## config.mk

```make
export PLATFORM = sky130hd
export DESIGN_NAME = vga_timing
export DESIGN_NICKNAME = d
export VERILOG_FILES = /design/src/rtl/vga_timing_pkg.sv /design/src/rtl/sync_axis_counter.sv /design/src/rtl/vga_timing.sv
export SDC_FILE = /design/constraint.sdc
export NUM_CORES = 1
export LEC_CHECK = 0
export BUFFER_PORTS_ARGS = -buffer_cell sky130_fd_sc_hd__buf_2
export CAP_MARGIN = 5
export CELL_PAD_IN_SITES_DETAIL_PLACEMENT = 1
export CELL_PAD_IN_SITES_GLOBAL_PLACEMENT = 2
export CORE_ASPECT_RATIO = 1.2
export CORE_MARGIN = 2
export CORE_UTILIZATION = 35
export DETAILED_ROUTE_END_ITERATION = 8
export PLACE_DENSITY = 0.89
export SLEW_MARGIN = 0
export SYNTH_ARGS = -nofsm -noshare
export SYNTH_HDL_FRONTEND = slang
export SYNTH_SLANG_ARGS = --single-unit
```

## constraint.sdc

```tcl
create_clock -name clk -period 3.07 [get_ports clk]
set_input_delay 0.614 -clock clk [delete_from_list [all_inputs] [get_ports clk]]
set_output_delay 0.614 -clock clk [all_outputs]
set_load 0.02 [all_outputs]
```

## src/rtl/vga_timing_pkg.sv

```systemverilog
`default_nettype none
// ============================================================================
// Module   : vga_timing_pkg
// Purpose  : Shared defaults for the raster timing generator. Holds the
//            640x480@60 horizontal/vertical timing, sync polarities, the
//            derived line/frame totals and the coordinate widths.
// Ports    : none (package)
// Revision : 1.0 - initial release
// ============================================================================
package vga_timing_pkg;

    // Sum of the four regions of one axis (visible, front, sync, back).
    function automatic int axis_total(input int visible, input int front,
                                      input int sync_w, input int back);
        return visible + front + sync_w + back;
    endfunction

    // Horizontal timing, in pixels
    localparam int   VGA_H_VISIBLE  = 640;
    localparam int   VGA_H_FRONT    = 16;
    localparam int   VGA_H_SYNC     = 96;
    localparam int   VGA_H_BACK     = 48;
    localparam logic VGA_H_SYNC_POL = 1'b0;

    // Vertical timing, in lines
    localparam int   VGA_V_VISIBLE  = 480;
    localparam int   VGA_V_FRONT    = 10;
    localparam int   VGA_V_SYNC     = 2;
    localparam int   VGA_V_BACK     = 33;
    localparam logic VGA_V_SYNC_POL = 1'b0;

    // Derived totals (800 x 525 for the defaults)
    localparam int VGA_H_TOTAL = axis_total(VGA_H_VISIBLE, VGA_H_FRONT,
                                            VGA_H_SYNC, VGA_H_BACK);
    localparam int VGA_V_TOTAL = axis_total(VGA_V_VISIBLE, VGA_V_FRONT,
                                            VGA_V_SYNC, VGA_V_BACK);

    // Coordinate widths; must hold TOTAL-1 of their axis
    localparam int VGA_X_WIDTH = 10;
    localparam int VGA_Y_WIDTH = 10;

endpackage : vga_timing_pkg
`default_nettype wire

```

## src/rtl/sync_axis_counter.sv

```systemverilog
`default_nettype none
// ============================================================================
// Module   : sync_axis_counter
// Purpose  : One raster axis. A wrapping counter 0..TOTAL-1 that advances on
//            each cycle with en=1, plus registered region flags derived from
//            the value being loaded so they line up with the count.
// Ports    : clk    - system clock
//            rst    - synchronous reset, active-low
//            en     - advance enable
//            count  - current position, 0..TOTAL-1
//            active - position is inside the visible region
//            sync   - sync level (POL inside the sync region, ~POL outside)
//            wrap   - count is at TOTAL-1 (next advance returns to 0)
// Revision : 1.0 - initial release
// ============================================================================
module sync_axis_counter
    import vga_timing_pkg::*;
#(
    parameter int   VISIBLE = VGA_H_VISIBLE,
    parameter int   FRONT   = VGA_H_FRONT,
    parameter int   SYNC    = VGA_H_SYNC,
    parameter int   BACK    = VGA_H_BACK,
    parameter logic POL     = VGA_H_SYNC_POL,
    parameter int   WIDTH   = VGA_X_WIDTH
) (
    input  logic             clk,
    input  logic             rst,
    input  logic             en,
    output logic [WIDTH-1:0] count,
    output logic             active,
    output logic             sync,
    output logic             wrap
);

    localparam int TOTAL = axis_total(VISIBLE, FRONT, SYNC, BACK);

    localparam logic [WIDTH-1:0] c_last       = WIDTH'(TOTAL - 1);
    localparam logic [WIDTH-1:0] c_one        = WIDTH'(1);
    localparam logic [WIDTH-1:0] c_visible    = WIDTH'(VISIBLE);
    localparam logic [WIDTH-1:0] c_sync_start = WIDTH'(VISIBLE + FRONT);
    localparam logic [WIDTH-1:0] c_sync_end   = WIDTH'(VISIBLE + FRONT + SYNC);

    logic [WIDTH-1:0] r_count;
    logic             r_active;
    logic             r_sync;
    logic             w_wrap;
    logic [WIDTH-1:0] w_next;
    logic             w_in_sync;

    // wrap depends only on the registered count, so the enable path into the
    // next axis never reaches an output combinationally.
    always_comb begin
        w_wrap    = (r_count == c_last);
        w_next    = w_wrap ? '0 : (r_count + c_one);
        w_in_sync = (w_next >= c_sync_start) && (w_next < c_sync_end);
    end

    // Region flags are computed from w_next so they change on the same edge
    // as the count they describe.
    always_ff @(posedge clk) begin
        if (!rst) begin
            r_count  <= c_last;
            r_active <= 1'b0;
            r_sync   <= ~POL;
        end else if (en) begin
            r_count  <= w_next;
            r_active <= (w_next < c_visible);
            r_sync   <= w_in_sync ? POL : ~POL;
        end
    end

    assign count  = r_count;
    assign active = r_active;
    assign sync   = r_sync;
    assign wrap   = w_wrap;

endmodule : sync_axis_counter
`default_nettype wire

```

## src/rtl/vga_timing.sv

```systemverilog
`default_nettype none
// ============================================================================
// Module   : vga_timing
// Purpose  : Raster timing generator in the clk domain. tick is a pixel
//            clock enable; each tick advances (x,y) through the frame and
//            updates syncs, display enable and start-of-line/frame pulses.
// Ports    : clk         - system clock
//            rst         - synchronous reset, active-low
//            tick        - pixel-rate enable
//            hsync       - horizontal sync (H_SYNC_POL when active)
//            vsync       - vertical sync (V_SYNC_POL when active)
//            display_on  - (x,y) is inside the visible area
//            x, y        - raster coordinates
//            line_start  - one-clk pulse when x becomes 0
//            frame_start - one-clk pulse when (x,y) becomes (0,0)
// Revision : 1.0 - initial release
// ============================================================================
module vga_timing
    import vga_timing_pkg::*;
#(
    parameter int   H_VISIBLE  = VGA_H_VISIBLE,
    parameter int   H_FRONT    = VGA_H_FRONT,
    parameter int   H_SYNC     = VGA_H_SYNC,
    parameter int   H_BACK     = VGA_H_BACK,
    parameter int   V_VISIBLE  = VGA_V_VISIBLE,
    parameter int   V_FRONT    = VGA_V_FRONT,
    parameter int   V_SYNC     = VGA_V_SYNC,
    parameter int   V_BACK     = VGA_V_BACK,
    parameter logic H_SYNC_POL = VGA_H_SYNC_POL,
    parameter logic V_SYNC_POL = VGA_V_SYNC_POL,
    parameter int   X_WIDTH    = VGA_X_WIDTH,
    parameter int   Y_WIDTH    = VGA_Y_WIDTH
) (
    input  logic               clk,
    input  logic               rst,
    input  logic               tick,
    output logic               hsync,
    output logic               vsync,
    output logic               display_on,
    output logic [X_WIDTH-1:0] x,
    output logic [Y_WIDTH-1:0] y,
    output logic               line_start,
    output logic               frame_start
);

    logic w_h_active;
    logic w_h_wrap;
    logic w_v_active;
    logic w_v_wrap;
    logic w_v_en;
    logic r_line_start;
    logic r_frame_start;

    // The vertical axis steps only on the tick that wraps the line.
    assign w_v_en = tick & w_h_wrap;

    sync_axis_counter #(
        .VISIBLE (H_VISIBLE),
        .FRONT   (H_FRONT),
        .SYNC    (H_SYNC),
        .BACK    (H_BACK),
        .POL     (H_SYNC_POL),
        .WIDTH   (X_WIDTH)
    ) u_h_axis (
        .clk    (clk),
        .rst    (rst),
        .en     (tick),
        .count  (x),
        .active (w_h_active),
        .sync   (hsync),
        .wrap   (w_h_wrap)
    );

    sync_axis_counter #(
        .VISIBLE (V_VISIBLE),
        .FRONT   (V_FRONT),
        .SYNC    (V_SYNC),
        .BACK    (V_BACK),
        .POL     (V_SYNC_POL),
        .WIDTH   (Y_WIDTH)
    ) u_v_axis (
        .clk    (clk),
        .rst    (rst),
        .en     (w_v_en),
        .count  (y),
        .active (w_v_active),
        .sync   (vsync),
        .wrap   (w_v_wrap)
    );

    // Pulses are reloaded every clk, so they last one cycle even with tick
    // held high; the wrap conditions hold for only one tick per line/frame.
    always_ff @(posedge clk) begin
        if (!rst) begin
            r_line_start  <= 1'b0;
            r_frame_start <= 1'b0;
        end else begin
            r_line_start  <= tick & w_h_wrap;
            r_frame_start <= tick & w_h_wrap & w_v_wrap;
        end
    end

    // AND of two registered flags: same edge, same latency as x/y.
    assign display_on  = w_h_active & w_v_active;
    assign line_start  = r_line_start;
    assign frame_start = r_frame_start;

endmodule : vga_timing
`default_nettype wire

```

==> run_results.csv <==
group,metric,value,unit
yosys,yosys.area.top_type,"dfxtp_1",
flow_run,drv_cap,0,
detailed_routing,wl,3880,um
die,placementRows,26,
yosys,synth_common_cells,"dfxtp_1, nand2_1, nand3_1, and2_1, o21ai_0",
cts,ctsHtreeMaxLevel,1,
cts,clockBufferDepth,2,
yosys,synth_seq_area_share,32.9,%
yosys,synth_nets,195,
grt,top_usage_layer,"met2",
placement,port-buffer-count,27,
placement,gp_congestion,0.833,
grt,grt_use_met2,27.3,%
cts,cts_hold_repair.buffers,0,
outcome,status,"complete, no violations",
die,die_y,77.6,um
layout,diodes,0,
worst_setup_path,critPathCapture,"u_v_axis.active$_SDFFE_PN0P_",
cts,cts_setup_buffers,0,
layout,nNetsFinal,215,
grt,grt_pass1_wl,6690,um
pwr,cellPowerDensity,473,nW/um^2
worst_setup_path,startpoint_type,"flop",
worst_setup_path,path_max_fanout,12,
grt,grt.total_usage,16.3,%
die,ios,28,
yosys,synth_compound_gate_area_share,19.0,%
worst_setup_path,cp_data_arrival_time,2500,ps
yosys,yosysWarnings,0,
yosys,post-synth-top-count-cell,"dfxtp_1",
pwr,p_leak,0.694,nW
sta,rsz0062_at_grt,"no",
sta,setup_tns,0,ps
worst_setup_path,path_class,"flop to flop",
die,core_area,4290,sq um
grt,antenna_found_initial,0,
grt,grt_max_degree,28,
yosys,synth_cell_types,57,
sta,clock-skew-final,2.05,ps
cts,cts.sinks,26,
worst_setup_path,ff2ff_path_depth,5,
sta,min_period,2300,ps
worst_setup_path,regToRegSetupSlack,770,ps
sta,max-slew-margin-rel,70.5,%
cts,cts_root_buffer,"clkbuf_8",
yosys,synthXorXnorAreaFrac,3.33,%
layout,final_layout_size_suffix_gt1_share,21.8,%
placement,post-place-ws,793,ps
worst_setup_path,end_kind,"flop",
sta,setup_viol,0,
worst_setup_path,reg2reg_to,"u_v_axis.active$_SDFFE_PN0P_",
yosys,synth-edff-count,0,
yosys,synth_top_cell_area_share,32.9,%
layout,area_growth,10.2,%
sta,worst_slew_pin_slew,441,ps
grt,met3_usage,1.30,%
cts,clock_latency,270,ps
yosys,syn_avg_cell_area,8.41,sq um
detailed_routing,drc,0,
yosys,synth_area,1580,sq um
sta,drv_slew,0,
yosys,async_reset_ff_share,0,%
detailed_routing,dr.pass1.iters,4,
pwr,seq_power_share,48.7,%
yosys,synth-main-ff-cell,"dfxtp_1",
cts,cts_tree,"yes",
yosys,synthAdderAreaFrac,3.17,%
pwr,p_int,0.000537,W
pwr,swShare,34.8,%
detailed_routing,viasPerCell,5.44,
yosys,ys_seq_elements,26,
hold_path,hp-class,"flop to flop",
grt,use_met1,22.2,%
cts,numCtsBuffers,3,
pwr,pwr-share-clk,23.8,%
yosys,synth_top_family_by_area,"simple AND/OR/NAND/NOR gates",
yosys,synthSimpleGateAreaFrac,34.1,%
pwr,power_switching,0.000286,W
sta,hold_viol,0,
detailed_routing,first_iter_violations,38,
grt,first_global_vias,1400,
cts,ctsResizeCount,0,
layout,n_fill_cell,550,
sta,setup_slack,769,ps
sta,fin_crit_sh,74.9,%
yosys,synthMuxAreaShare,0.633,%
yosys,syn_inst,188,
pwr,ir_drop,0.000222,V
die,die_area,5070,sq um
worst_setup_path,crit_required,3270,ps
pwr,power_frac_comb,27.5,%
detailed_routing,antenna_left,0,
cts,clkSlewWorstSetupHoldPaths,90,ps
detailed_routing,vias,1424,
worst_setup_path,worstSetupStartpoint,"u_h_axis.count[0]$_SDFFE_PN1P_",
grt,grt_overflow_total,0,
die,die_w,65.3,um
layout,fin_util,40.6,%
worst_setup_path,r2r_start,"u_h_axis.count[0]$_SDFFE_PN1P_",
detailed_routing,wl_per_cell,14.8,um
yosys,synth_area_leaders,"dfxtp_1, nand2_1, and2_1, ha_1, nand3_1",
sta,clock.fmax,0.435,GHz
die,start_util,36.8,%
placement,dp_hpwl,2820,um
## state kept, by name (all words and copies together), names as in the netlist
name and flops:
frame_start 1, line_start 1, u_h_axis.active 1, u_h_axis.count 10
u_h_axis.sync 1, u_v_axis.active 1, u_v_axis.count 10, u_v_axis.sync 1
## layout make-up
class / instances / area (sq um) / area share (%)
multi-input combinational: 144 / 952 / 54.7
inverter: 6 / 22.5 / 1.29
clock buffer: 3 / 41.3 / 2.37
tap: 56 / 70.1 / 4.02
timing repair buffer: 27 / 135 / 7.76
sequential: 26 / 520 / 29.9
## metrics by stage
stage | cells | total power, W | hold WS, ps | area (sq um)
floorplan | 188 | 0.000586 | 426 | 1580
CTS | 262 | 0.000832 | 476 | 1740
global route | 262 | 0.000875 | 504 | 1740
finish | 262 | 0.000823 | 467 | 1740
detailed placement | 259 | 0.000636 | 464 | 1700
global placement | 259 | 0.000631 | 450 | 1700
## critical path, stage by stage (launching register included)
cell      delay, ps
dfxtp_1         430
ha_1            310
and4_4          320
nand4_1         380
or4_1           630
a21boi_1        150
## cells by family (layout without fill, tap and decap cells)
family	Yosys count	after routing
simple gates	89	89
mux	1	1
fa+ha+maj	4	4
flops	26	26
compound gates	44	44
xor+xnor	6	6
buf+inv	18	36
## layout by cell type (no fill, tap or decap), types with 6 or more instances in the layout
cell     Yosys  layout
a21oi_1      6       6
buf_2        3      27
o21ai_0      9       9
nand3_1     10      10
and2_1       9       9
dfxtp_1     26      26
inv_1        6       6
nand2_1     24      24
nand4_1      6       6
## routing by layer
layer / vias up / wire, um
met1: 681 / 1900
met5: - / 0
met3: 4 / 96
met2: 20 / 1840
li1: 719 / -
met4: 0 / 36
## worst min-delay path by stage
stage                            startpoint                            to  slack, ps  cells past startpoint
2_1_floorplan  u_v_axis.active$_SDFFE_PN0P_  u_v_axis.active$_SDFFE_PN0P_        430                      2
3_3_place_gp   u_v_axis.active$_SDFFE_PN0P_  u_v_axis.active$_SDFFE_PN0P_        450                      2
3_5_place_dp   u_v_axis.active$_SDFFE_PN0P_  u_v_axis.active$_SDFFE_PN0P_        460                      2
4_1_cts        u_v_axis.active$_SDFFE_PN0P_  u_v_axis.active$_SDFFE_PN0P_        480                      2
5_1_grt        u_v_axis.active$_SDFFE_PN0P_  u_v_axis.active$_SDFFE_PN0P_        500                      2
6_report       u_v_axis.active$_SDFFE_PN0P_  u_v_axis.active$_SDFFE_PN0P_        470                      2
## power by group through the flow
stage,logic (W),clock network [W],registers [W]
after floorplan,0.000169,0,0.000417
final,0.000226,0.000196,0.000401
after CTS,0.000227,0.000203,0.000401
after global routing,0.000253,0.000215,0.000407
after global placement,0.000223,0,0.000408
after detailed placement,0.000226,0,0.000409
No activity file was read; power rests on OpenSTA's default activity.
